### src/rtl/barrel_rotate_pipe.sv
// barrel_rotate_pipe: valid/ready pipelined barrel shifter/rotator, one stage per amount bit
module barrel_rotate_pipe #(
  parameter int WIDTH = 8,
  parameter int AW = $clog2(WIDTH)
) (
  input  logic             clk,
  input  logic             rst_n,
  input  logic             in_valid,
  output logic             in_ready,
  input  logic [WIDTH-1:0] in_data,
  input  logic [AW-1:0]    in_amt,
  input  logic [2:0]       in_mode,
  output logic             out_valid,
  input  logic             out_ready,
  output logic [WIDTH-1:0] out_data,
  output logic [2:0]       out_mode
);
  logic             valid_q [AW];
  logic [WIDTH-1:0] data_q  [AW];
  logic [AW-1:0]    amt_q   [AW];
  logic [2:0]       mode_q  [AW];
  logic             valid_s [AW];
  logic [WIDTH-1:0] data_s  [AW];
  logic [AW-1:0]    amt_s   [AW];
  logic [2:0]       mode_s  [AW];
  logic             advance;

  function automatic logic [WIDTH-1:0] step(input logic [WIDTH-1:0] d, input logic [2:0] m, input int n);
    step = m == 3'd0 ? (d << n) | (d >> (WIDTH - n)) :
           m == 3'd1 ? (d >> n) | (d << (WIDTH - n)) :
           m == 3'd2 ? d << n :
           m == 3'd3 ? d >> n :
           m == 3'd4 ? (d >> n) | ({WIDTH{d[WIDTH-1]}} << (WIDTH - n)) : d;
  endfunction

  assign advance   = ~valid_q[AW-1] | out_ready;
  assign in_ready  = advance;
  assign out_valid = valid_q[AW-1];
  assign out_data  = data_q[AW-1];
  assign out_mode  = mode_q[AW-1];

  always_comb begin
    valid_s[0] = in_valid;
    data_s[0]  = in_data;
    amt_s[0]   = in_amt;
    mode_s[0]  = in_mode;
    for (int k = 1; k < AW; k++) begin
      valid_s[k] = valid_q[k-1];
      data_s[k]  = data_q[k-1];
      amt_s[k]   = amt_q[k-1];
      mode_s[k]  = mode_q[k-1];
    end
  end

  always_ff @(posedge clk or negedge rst_n)
    if (!rst_n) begin
      for (int k = 0; k < AW; k++) begin
        valid_q[k] <= 1'b0;
        data_q[k]  <= '0;
        amt_q[k]   <= '0;
        mode_q[k]  <= '0;
      end
    end else if (advance) begin
      for (int k = 0; k < AW; k++) begin
        valid_q[k] <= valid_s[k];
        data_q[k]  <= amt_s[k][k] ? step(data_s[k], mode_s[k], 1 << k) : data_s[k];
        amt_q[k]   <= amt_s[k];
        mode_q[k]  <= mode_s[k];
      end
    end
endmodule

### config.mk
export PLATFORM = sky130hd
export DESIGN_NAME = barrel_rotate_pipe
export DESIGN_NICKNAME = d
export VERILOG_FILES = /design/src/rtl/barrel_rotate_pipe.sv
export SDC_FILE = /design/constraint.sdc
export NUM_CORES = 1
export LEC_CHECK = 0
export ABC_AREA = 1
export CAP_MARGIN = 20
export CORE_ASPECT_RATIO = 0.9
export CORE_MARGIN = 2
export CORE_UTILIZATION = 30
export CTS_CLUSTER_SIZE = 14
export DETAILED_ROUTE_END_ITERATION = 7
export PLACE_DENSITY = 0.6
export REMOVE_ABC_BUFFERS = 1
export SLEW_MARGIN = 5
export SYNTH_ARGS = -nofsm -noshare
export SYNTH_HDL_FRONTEND = slang
export SYNTH_SLANG_ARGS = --single-unit
### constraint.sdc
create_clock -name clk -period 1.52 [get_ports clk]
set_input_delay 0.152 -clock clk [delete_from_list [all_inputs] [get_ports clk]]
set_output_delay 0.152 -clock clk [all_outputs]
set_load 0.02 [all_outputs]
---- Yosys cells after proc, flatten, opt, wreduce, memory -nomap -nowiden ----
Cells that the tools add are included.
operators by class
  eq/ne operators ......................... 12
  multiplexer cells ....................... 18
  bitwise gates (word level) .............. 10
  reductions and logical operators ........ 3
operator list
  operator            count
  $mux 8              18
  $eq 3x2->1 const B  6
  $or 4x8->8          2
  $or 6x8->8          2
  $or 7x8->8          2
  $eq 3x1->1 const B  3
  $eq 3x3->1 const B  3
  $logic_not 3->1     3
  $or 8x1->8          1
  $or 8x2->8          1
  $not 1->1           1
  $or 1x1->1          1
storage, ports and cells
  flip-flop bits (word level) ............. 42
  bits of input ports ..................... 18
  output and inout port bits .............. 13
  logic and storage cells ................. 54

---- Depth between registers and ports, before layout ----
  depth after elaboration ................. 7
  mapped depth ............................ 9
  mapped depth without buffers ............ 9

---- Worst setup path before layout ----
No wires, ideal clock.
  path type ............................... flip-flop to flip-flop
  start point ............................. register valid_q, in the netlist out_valid
  end point ............................... register amt_q[7] (netlist bit)
  library setup time ...................... 139 ps
  arrival time ............................ 1,203 ps
  data required time ...................... 1,381 ps
  slack ................................... 178 ps
  cell stages (with the launch flop) ...... 7
  path buffers ............................ 1
  clock period less this slack ............ 1,342 ps
  cell sequence ........................... dfrtp_1 > inv_1 > nor2_2 > inv_2 > clkbuf_1 > nand2_1 > o21ai_1
on the way
  longest elaborated chain between the ends .. 2
ends and longest elaborated chain
  what                             RTL line  text
  start, declared                  18        logic valid_q [AW];
  start signal, assigned by index  65        valid_q[k] <= valid_s[k];
  $not 1->1                        36        assign advance = ~valid_q[AW-1] | out_ready;
  $or 1x1->1                       36
  named net in_ready               9         output logic in_ready,
  end signal, assigned by index    67        amt_q[k] <= amt_s[k];
  end, declared                    20        logic [AW-1:0] amt_q [AW];
The timed path passes the listed nets, and every way through them passes these cells.
A chain may end at the register's enable or synchronous reset.

---- Worst setup path after layout ----
  start point ............................. register data_q, in the netlist out_data[5]
  end point ............................... output port out_data[5]
RTL lines
  what                             RTL line  text
  start, declared                  19        logic [WIDTH-1:0] data_q [AW];
  start signal, assigned by index  66        data_q[k] <= amt_s[k][k] ? step(data_s[k], mode_s[k], 1 << k) : data_s[k];
  end, declared                    15        output logic [WIDTH-1:0] out_data,
No word-level cell between the ends.

==> results list <==
* Post-synthesis average cell area: 7.11 sq um
- The largest single stage delay on the critical path is between 0.6 and 0.7 ns.
- Run status: completed
- The total area inside the core boundary comes to 7470 sq um.
- The number of antenna violations at the first check in global routing was 0.
* Setup repair after global routing missed its margin: false
- Part of the total power dissipated in the clock network: 0.181
- After the first detailed-routing iteration, the DRC count stood at 117.
* Logic pwr share: 0.452
- Fill cells: 813
- The cell family contributing the most delay on the critical path is buffers and inverters.
* Final worst-path cycle share: 0.931
- After the flow finishes, the layout carries non-filler instances totaling 452.
* Final min period: 1.42 ns
- CTS root buf: sky130_fd_sc_hd__clkbuf_8
- Via count of the routed design: 2,130
- Post-Place Cells: 443
- The number of buffers and inverters on the critical path is 1.
- For this run, the leading register cell type out of synthesis is sky130_fd_sc_hd__dfrtp_1.
* Pwr per Cell Area: about 1700 nW/um^2
- The number of hold violations in the final report came to 0.
- Counting flops with an async set or reset pin after synthesis yields a share of 1.00.
- CP cell instances: clkdlybuf4s50_1
- Seq pwr share: 0.366
- The initialized floorplan defines 30 standard-cell rows.
- Post-detailed-route DRC marker count: 0
- Net Sw Frac: 0.409
- The clock reaches the later pin of the worst-skew pair after 0.29 ns.
- Setup violations remaining at the end of the flow were counted as 0.
* Fraction of final layout cells with drive strength greater than 1: 0.138
- The first detailed-routing pass took 4 iterations.
- Counting along the longest clock path gives a buffer depth of 2.
* Maximum number of pins on one net before global-route repair: 38
- The worst register-to-register path has a depth of 8.
* Num ports: 31
* End-of-flow core utilization: 0.385
- Antenna diode instance count: 0
- Of the synthesized area, sequential elements account for 0.425.
- Worst-case register-to-register setup slack: about 0.15 ns
- TritonCTS buffer count: 5
* Starting density of the core: 0.308
- Crit end category: output port
* Die Wd: 96.2 um
- Y dimension of the die: 87.0 um
- The H-tree was split into 2 levels.
- Hold Crit Class: in -> async
- P_sw: 1.97 mW
- The worst pin sits at a relative slew slack of 0.681.
- Layout net count: 373
- The total overflow left after global routing is 0.
* Clock Pin Slew Worst Setup and Hold Paths: 0.08 ns
* Source of the worst register-to-register timing path: mode_q[8]
- The internal power of the cells totals 2.85 mW.
- Area overhead of the layout relative to synthesis: 25.3%
- The via count of the first global-routing pass was roughly 2,200.
- Yosys warning count: 0
* Netlist area before placement: about 2300 sq um
* Worst setup SP type: register
- Yosys mapped a number of flops with a built-in enable equal to 0.
- Worst EP arrival: 1.26 ns
- Counting every instance in the synthesized netlist gives 323.
- The total count of max-transition violations in the final report was 0.
- RR Endpoint: data_q[13]
* Vias per cell: roughly 4.7
* Global-route wire length before repair: 10,100 um
* Synthesized flop and latch total: 39
* Count of maximum capacitance violations: 0
- HPWL reported at the end of detailed placement: 4200 um
- Post-DR wirelength/cell: ~12 um
- TritonCTS built the clock tree.
- For the pin with the worst max-slew slack, the measured transition is 0.479 ns.
* Worst voltage drop across the vdd grid: 444 uV
* Critical path data required time: 1.37 ns
* Class of the most critical setup path: reg -> out
- Along the worst path, the maximum fanout reaches 2.
- The detail route stage leaves a number of antenna-violating nets equal to 0.
- Max stage delay cell, worst path: sky130_fd_sc_hd__clkdlybuf4s50_1
- Post-synthesis cell type count: 24
* Count of input and output buffers: 30
* Wirelength, routed: ~5600 um
- TritonCTS sink count: 39
* Final weighted congestion in routability-driven placement: 0.914
* Fin Clk Skew: 0.00572 ns
* Die area: roughly 8400 sq um
* Critical path depth: 1
- Leakage power summed over all cells: roughly 1.4 nW
- Static timing analysis puts the maximum clock frequency at 0.707 GHz.
* Total power after layout: 4.82 mW
- In the global route stage, overall resource usage came out at 0.150.
metal layers:
| metal | wire length (um) | vias up | GRT usage |
|---|---|---|---|
| li1 | - | 1104 | - |
| met1 | 2720 | 975 | 0.195 |
| met2 | 2650 | 45 | 0.256 |
| met3 | 211 | 6 | 0.0225 |
| met4 | 41 | 0 | 0.0494 |
| met5 | 0 | - | 0 |
registers in the layout (all words and copies together) (netlist names):
signal / flops
data_q: 16
out_valid: 1
amt_q: 3
out_data: 8
valid_q: 2
mode_q: 6
out_mode: 3
cell usage after synthesis, types with 2 or more instances:
| cell type | number | area (sq um) |
|---|---|---|
| sky130_fd_sc_hd__nand3_1 | 23 | 115 |
| sky130_fd_sc_hd__a21oi_1 | 29 | 145 |
| sky130_fd_sc_hd__clkbuf_1 | 9 | 33.8 |
| sky130_fd_sc_hd__dfrtp_1 | 39 | 976 |
| sky130_fd_sc_hd__o21ai_1 | 11 | 55.1 |
| sky130_fd_sc_hd__nand2_1 | 83 | 312 |
| sky130_fd_sc_hd__nor2_1 | 24 | 90.1 |
| sky130_fd_sc_hd__buf_4 | 11 | 82.6 |
| sky130_fd_sc_hd__inv_1 | 34 | 128 |
| sky130_fd_sc_hd__a211oi_1 | 2 | 15.0 |
| sky130_fd_sc_hd__o21ai_0 | 22 | 110 |
| sky130_fd_sc_hd__a22oi_1 | 4 | 30.0 |
| sky130_fd_sc_hd__nand4_1 | 2 | 12.5 |
| sky130_fd_sc_hd__nand3_2 | 4 | 40.0 |
| sky130_fd_sc_hd__inv_2 | 7 | 26.3 |
| sky130_fd_sc_hd__nand2_2 | 4 | 25.0 |
| sky130_fd_sc_hd__o22ai_1 | 6 | 37.5 |
| sky130_fd_sc_hd__nor2_2 | 3 | 18.8 |
power by group through the flow:
stage	clock, mW	sequential [mW]	combinational (mW)
2_1_floorplan	0	1.92	1.14
3_3_place_gp	0	1.77	2.16
3_5_place_dp	0	1.77	2.17
4_1_cts	0.907	1.76	2.17
5_1_grt	0.945	1.82	2.49
6_report	0.873	1.76	2.18
what timing repair did:
action,CTS,global route
gates resized for setup,1,8
endpoints found under the hold margin,19,0
hold buffers,1,0
setup buffers,0,0
setup endpoints to repair,1,5
pin swaps,0,0
final cells by class:
class	instances	area [sq um]	area share
clock buffer	5	68.8	0.0239
clock inverter	3	43.8	0.0152
inverter	41	154	0.0535
multi-input combinational	223	1080	0.374
sequential	39	980	0.340
tap	96	120	0.0417
timing repair buffer	45	434	0.151
how the worst max path moves through the flow:
stage                 from           to  slack [ns]
2_1_floorplan    out_valid  out_data[6]       -0.66
3_3_place_gp    in_mode[1]   data_q[22]      -0.003
3_5_place_dp    in_mode[1]   data_q[22]       -0.05
4_1_cts          mode_q[7]   data_q[13]        0.07
5_1_grt          mode_q[8]   data_q[13]        0.04
6_report       out_data[5]  out_data[5]        0.10
cell families (layout without fill, tap and decap cells):
group                  count (synthesis)  count (layout)  synth area share
AOI/OAI and AO/OA                     78              78             0.185
DFF                                   39              39             0.425
and+or+nand+nor                      145             145             0.273
buffers and inverters                 61              94             0.118
stage by stage:
stage,setup WS (ns),hold WS [ns],TNS (ns),instance area (sq um)
after floorplan,-0.661,-0.144,-15.54,2180
after global placement,-0.00331,0.139,-0.00411,2730
after detailed placement,-0.0476,0.139,-0.161,2730
after CTS,0.0682,0.346,0,2850
after global routing,0.0364,0.392,0,2880
final,0.105,0.344,0,2880
cells in the final DEF (no fill, tap or decap), drive strengths merged:
| master | count |
|---|---|
| nand3 | 27 |
| buf | 15 |
| nand4 | 2 |
| dlygate4sd2 | 1 |
| a31oi | 1 |
| nand3b | 1 |
| dlygate4sd3 | 1 |
| or2 | 1 |
| a22oi | 4 |
| clkbuf | 5 |
| bufinv | 1 |
| inv | 41 |
| a211oi | 2 |
| clkinv | 2 |
| o21ai | 34 |
| nand2 | 87 |
| clkdlybuf4s50 | 28 |
| dfrtp | 39 |
| nor2 | 27 |
| o22ai | 6 |
| a21oi | 30 |
| o211ai | 1 |
(Power assumes the default switching activity.)
==> variant 1: new RTL, same flow settings <==
Add an input register stage for `in_mode`, without a reset; this delays it by one clock. The other inputs are not delayed to match.
--- a/src/rtl/barrel_rotate_pipe.sv
+++ b/src/rtl/barrel_rotate_pipe.sv
@@ -15,6 +15,13 @@
   output logic [WIDTH-1:0] out_data,
   output logic [2:0]       out_mode
 );
+
+  logic [2:0] in_mode_q;
+
+  always_ff @(posedge clk) begin
+    in_mode_q <= in_mode;
+  end
+
   logic             valid_q [AW];
   logic [WIDTH-1:0] data_q  [AW];
   logic [AW-1:0]    amt_q   [AW];
@@ -43,7 +50,7 @@
     valid_s[0] = in_valid;
     data_s[0]  = in_data;
     amt_s[0]   = in_amt;
-    mode_s[0]  = in_mode;
+    mode_s[0]  = in_mode_q;
     for (int k = 1; k < AW; k++) begin
       valid_s[k] = valid_q[k-1];
       data_s[k]  = data_q[k-1];
Function: changed (Yosys sat finds a counterexample within 4 cycles, from zero or initial values and one cycle with rst_n low).
==> variant 1 against the original RTL <==
- sequential cell count rose by 3
- design area rose by 2.9%
- routed wire length fell by 0.71%
- power rose by 5.1%
- critical path depth did not move
- clock skew rose by 0.0093 ns
- clock power rose by 23%
- synthesized area rose by 3.5%
- setup slack got worse by 0.0082 ns
- critical endpoint is now out_data[6]
- highest routed layer unchanged
==> variant 1: results (changes against the original RTL) <==
<table>
<tr><th>Metric</th><th>Value</th></tr>
<tr><th colspan="2">STA</th></tr>
<tr><td>Setup clock skew after layout</td><td>0.01498 ns (+0.009264 ns)</td></tr>
<tr><td>Max Clk Rate</td><td>702.6 MHz (-0.57%)</td></tr>
<tr><td>Fin Hold WS</td><td>0.3072 ns (-0.03663 ns)</td></tr>
<tr><th colspan="2">Placed design</th></tr>
<tr><td>Post-Place Worst Slack</td><td>-0.08270 ns (-0.03507 ns)</td></tr>
<tr><td>Placed Instances</td><td>440 (-0.68%)</td></tr>
<tr><td>RD Place Congestion</td><td>0.9112 (-0.35%)</td></tr>
<tr><td>Total placed instance area</td><td>0.002793 mm2 (+2.4%)</td></tr>
<tr><td>Detailed placer's ending HPWL</td><td>4254 um (+1.2%)</td></tr>
<tr><th colspan="2">Hold path</th></tr>
<tr><td>Type of the most critical hold path</td><td>input port to flip-flop</td></tr>
<tr><th colspan="2">Detailed routing</th></tr>
<tr><td>Violation count after the first detailed-route iteration</td><td>130 (+11%)</td></tr>
<tr><td>Avg WL per Cell</td><td>12.39 um (-0.27%)</td></tr>
<tr><th colspan="2">GRT</th></tr>
<tr><td>Via count of the first global-routing pass</td><td>2106 (-4.1%)</td></tr>
<tr><td>Pin count of the biggest net entering global routing</td><td>27 (-29%)</td></tr>
<tr><th colspan="2">Final layout</th></tr>
<tr><td>Final std cells w/o fill</td><td>450 (-0.44%)</td></tr>
<tr><td>Share of cells above drive strength 1</td><td>13.84% (+0.078 points)</td></tr>
<tr><td>Count of nets after finishing</td><td>371 (-0.54%)</td></tr>
<tr><th colspan="2">Worst setup path</th></tr>
<tr><td>Crit path capture</td><td>out_data[6]</td></tr>
<tr><td>Reg2reg start</td><td>mode_q[7]$_DFFE_PN0P_</td></tr>
<tr><td>Launch point of the worst path</td><td>out_data[6]$_DFFE_PN0P_</td></tr>
<tr><th colspan="2">Yosys</th></tr>
<tr><td>Number of unique standard cell types used by synthesis</td><td>28 (+17%)</td></tr>
<tr><td>Post-synth ARST share</td><td>92.86% (-7.1 points)</td></tr>
<tr><td>Mean instance size in the synthesized netlist</td><td>7.383 um2 (+3.8%)</td></tr>
<tr><td>Cells taking the most area after synthesis</td><td>sky130_fd_sc_hd__dfrtp_1, sky130_fd_sc_hd__nand2_1, sky130_fd_sc_hd__a21oi_1</td></tr>
<tr><th colspan="2">Clock tree</th></tr>
<tr><td>Worst-skew pair later-pin latency</td><td>0.30 ns</td></tr>
<tr><th colspan="2">Power</th></tr>
<tr><td>Leakage power of the design</td><td>0.001392 uW (+1.1%)</td></tr>
<tr><th colspan="2">Outcome</th></tr>
<tr><td>Status</td><td>complete, no violations</td></tr>
</table>
==> variant 1: changes by cell type after synthesis, moves of 3 or more <==
cell,delta
sky130_fd_sc_hd__nand2_1,-9
sky130_fd_sc_hd__clkbuf_1,-3
sky130_fd_sc_hd__nor2_1,-4
sky130_fd_sc_hd__o21ai_0,+7
sky130_fd_sc_hd__buf_2,+4
sky130_fd_sc_hd__dfxtp_1,+3
sky130_fd_sc_hd__a21oi_1,+3
==> variant 1: area by class of cell <==
| cell class | count | area [um2] |
|---|---|---|
| clock inverter | 3 | 68.82 |
| clock buffer | 5 | 68.82 |
| inverter | 40 | 150.1 |
| tap | 96 | 120.1 |
| sequential | 42 | 1037 |
| multi-input combinational | 219 | 1081 |
| fill | 806 | 4659 |
| timing repair buffer | 45 | 434.2 |
==> variant 1: metal layers <==
metal / wire length, um / vias up / global-route usage, % / part of all wire [%]
met5: 0 / - / 0 / 0
met3: 299 / 6 / 4.107 / 5.4
met4: 49 / 0 / 3.914 / 0.88
li1: - / 1107 / - / -
met2: 2472 / 52 / 22.60 / 44
met1: 2754 / 1000 / 18.78 / 49
==> variant 1: logic make-up (layout without fill, tap and decap cells) <==
group,count (synthesis),in the layout,synth area share [%]
AND/OR/NAND/NOR,131,131,24.58
AO/OA/AOI/OAI,88,88,20.26
buffers and inverters,61,93,11.58
flip-flops,42,42,43.58
==> variant 1: power by group <==
group,leakage [uW],switching (uW),internal [uW],total (uW)
combinational,0.000837,1190,922,2110
sequential,0.000486,354,1530,1890
clock,0.0000683,407,658,1070
==> variant 1: timing repair <==
item / in CTS / in global routing
setup buffers: 0 / 1
setup endpoints to repair: 1 / 8
gates cloned: 0 / 0
hold buffers: 1 / 0
hold endpoints to repair: 18 / 0
pin swaps: 0 / 1
resized for setup: 1 / 4
==> variant 2: new RTL, same flow settings <==
Without the edit above. The parameter `WIDTH` goes from 8 to 32.
--- a/src/rtl/barrel_rotate_pipe.sv
+++ b/src/rtl/barrel_rotate_pipe.sv
@@ -1,6 +1,6 @@
 // barrel_rotate_pipe: valid/ready pipelined barrel shifter/rotator, one stage per amount bit
 module barrel_rotate_pipe #(
-  parameter int WIDTH = 8,
+  parameter int WIDTH = 32,
   parameter int AW = $clog2(WIDTH)
 ) (
   input  logic             clk,
Ports: changed (resized in_amt, in_data and out_data); port bits go from 31 to 81. The function was not compared with the original's and may differ.
==> variant 2 against the original RTL <==
- the flow now finishes with violations (setup timing)
- power grew to 6.6 times the old value
- via count grew to 5.0 times the old value
- synthesized area grew to 4.9 times the old value
- setup slack worse by 0.13 ns
- design area grew to 5.0 times the old value
- clock skew is 0.013 ns higher
- routed wire length grew to 5.8 times the old value
- sequential cell count is 151 higher
- combinational power grew to 8.4 times the old value
- register-to-register slack worse by 0.18 ns
- largest power group unchanged
- highest routed layer unchanged
==> variant 2: results (changes against the original RTL) <==
<table>
<tr><th>Metric</th><th>Value</th></tr>
<tr><th colspan="2">Outcome</th></tr>
<tr><td>Status</td><td>finished, violations left</td></tr>
<tr><td>Violated checks</td><td>setup timing</td></tr>
<tr><th colspan="2">Power</th></tr>
<tr><td>Logic power comb</td><td>18300 uW (+740%)</td></tr>
<tr><td>Leakage power of the design</td><td>0.006864 uW (+400%)</td></tr>
<tr><th colspan="2">Placed design</th></tr>
<tr><td>Total placed instance area</td><td>0.01282 mm2 (+370%)</td></tr>
<tr><td>RD Place Congestion</td><td>0.9126 (-0.20%)</td></tr>
<tr><td>IO Port Bufs</td><td>80 (+170%)</td></tr>
<tr><th colspan="2">STA</th></tr>
<tr><td>Worst-Margin Slew</td><td>0.3872 ns (-0.09191 ns)</td></tr>
<tr><td>Fin Hold WS</td><td>0.1836 ns (-0.1602 ns)</td></tr>
<tr><td>Final-report setup violation count</td><td>6 (+6)</td></tr>
<tr><td>Final Worst Setup Slack</td><td>-0.02701 ns (-0.1318 ns)</td></tr>
<tr><th colspan="2">Detailed routing</th></tr>
<tr><td>Overall via count from detail_route</td><td>10660 (+400%)</td></tr>
<tr><td>Total iterations of the first detailed-routing run</td><td>5 (+1)</td></tr>
<tr><td>Detailed-route wire length</td><td>32830 um (+480%)</td></tr>
<tr><th colspan="2">Final layout</th></tr>
<tr><td>Multi-input gates</td><td>1052 (+370%)</td></tr>
<tr><td>Count of nets after finishing</td><td>1700 (+360%)</td></tr>
<tr><td>Signal buffers share of area</td><td>15.59% (+0.51 points)</td></tr>
<tr><th colspan="2">Yosys</th></tr>
<tr><td>Cells taking the most area after synthesis</td><td>sky130_fd_sc_hd__dfrtp_1, sky130_fd_sc_hd__nand2_1, sky130_fd_sc_hd__o21ai_0</td></tr>
<tr><td>Sequential cell area fraction in the yosys report</td><td>42.64% (+0.16 points)</td></tr>
<tr><td>Number of unique standard cell types used by synthesis</td><td>35 (+46%)</td></tr>
<tr><th colspan="2">Clock tree</th></tr>
<tr><td>Worst-skew pair later-pin latency</td><td>0.46 ns (+0.17 ns)</td></tr>
<tr><td>Number of instances resized during post-cts repair</td><td>74 (+73)</td></tr>
<tr><th colspan="2">GRT</th></tr>
<tr><td>First-pass GRT wire length</td><td>52180 um (+420%)</td></tr>
<tr><td>Met3 capacity usage during global routing</td><td>2.418% (+0.17 points)</td></tr>
<tr><td>Global routing met1 resource utilization</td><td>23.89% (+4.4 points)</td></tr>
<tr><th colspan="2">Worst setup path</th></tr>
<tr><td>Launch point of the worst path</td><td>mode_q[10]$_DFFE_PN0P_</td></tr>
<tr><td>Worst setup EP type</td><td>flip-flop</td></tr>
</table>
[variant 2: metal layers]
metal  up-vias  part of all wire (%)  routed length (um)
met4         0                   1.8                 595
met5         -                     0                   0
li1       5307                     -                   -
met2       360                    45               14720
met3        50                   4.7                1554
met1      4942                    49               15960
[variant 2: cell families (layout without fill, tap and decap cells)]
family                 after synthesis  count (layout)  share of synthesized area (%)
buffers and inverters              326             427                          13.08
AOI/OAI and AO/OA                  443             443                          21.47
DFF                                190             190                          42.64
and+or+nand+nor                    607             609                          22.81
[variant 2: critical path, stage by stage (launching register included)]
cell and delay (ns):
sky130_fd_sc_hd__dfrtp_1 0.42, sky130_fd_sc_hd__buf_12 0.15, sky130_fd_sc_hd__nor2_4 0.12, sky130_fd_sc_hd__nand2_4 0.09, sky130_fd_sc_hd__nand3_4 0.19, sky130_fd_sc_hd__buf_12 0.15, sky130_fd_sc_hd__nand2_4 0.05, sky130_fd_sc_hd__a21oi_4 0.17
sky130_fd_sc_hd__o22ai_1 0.08
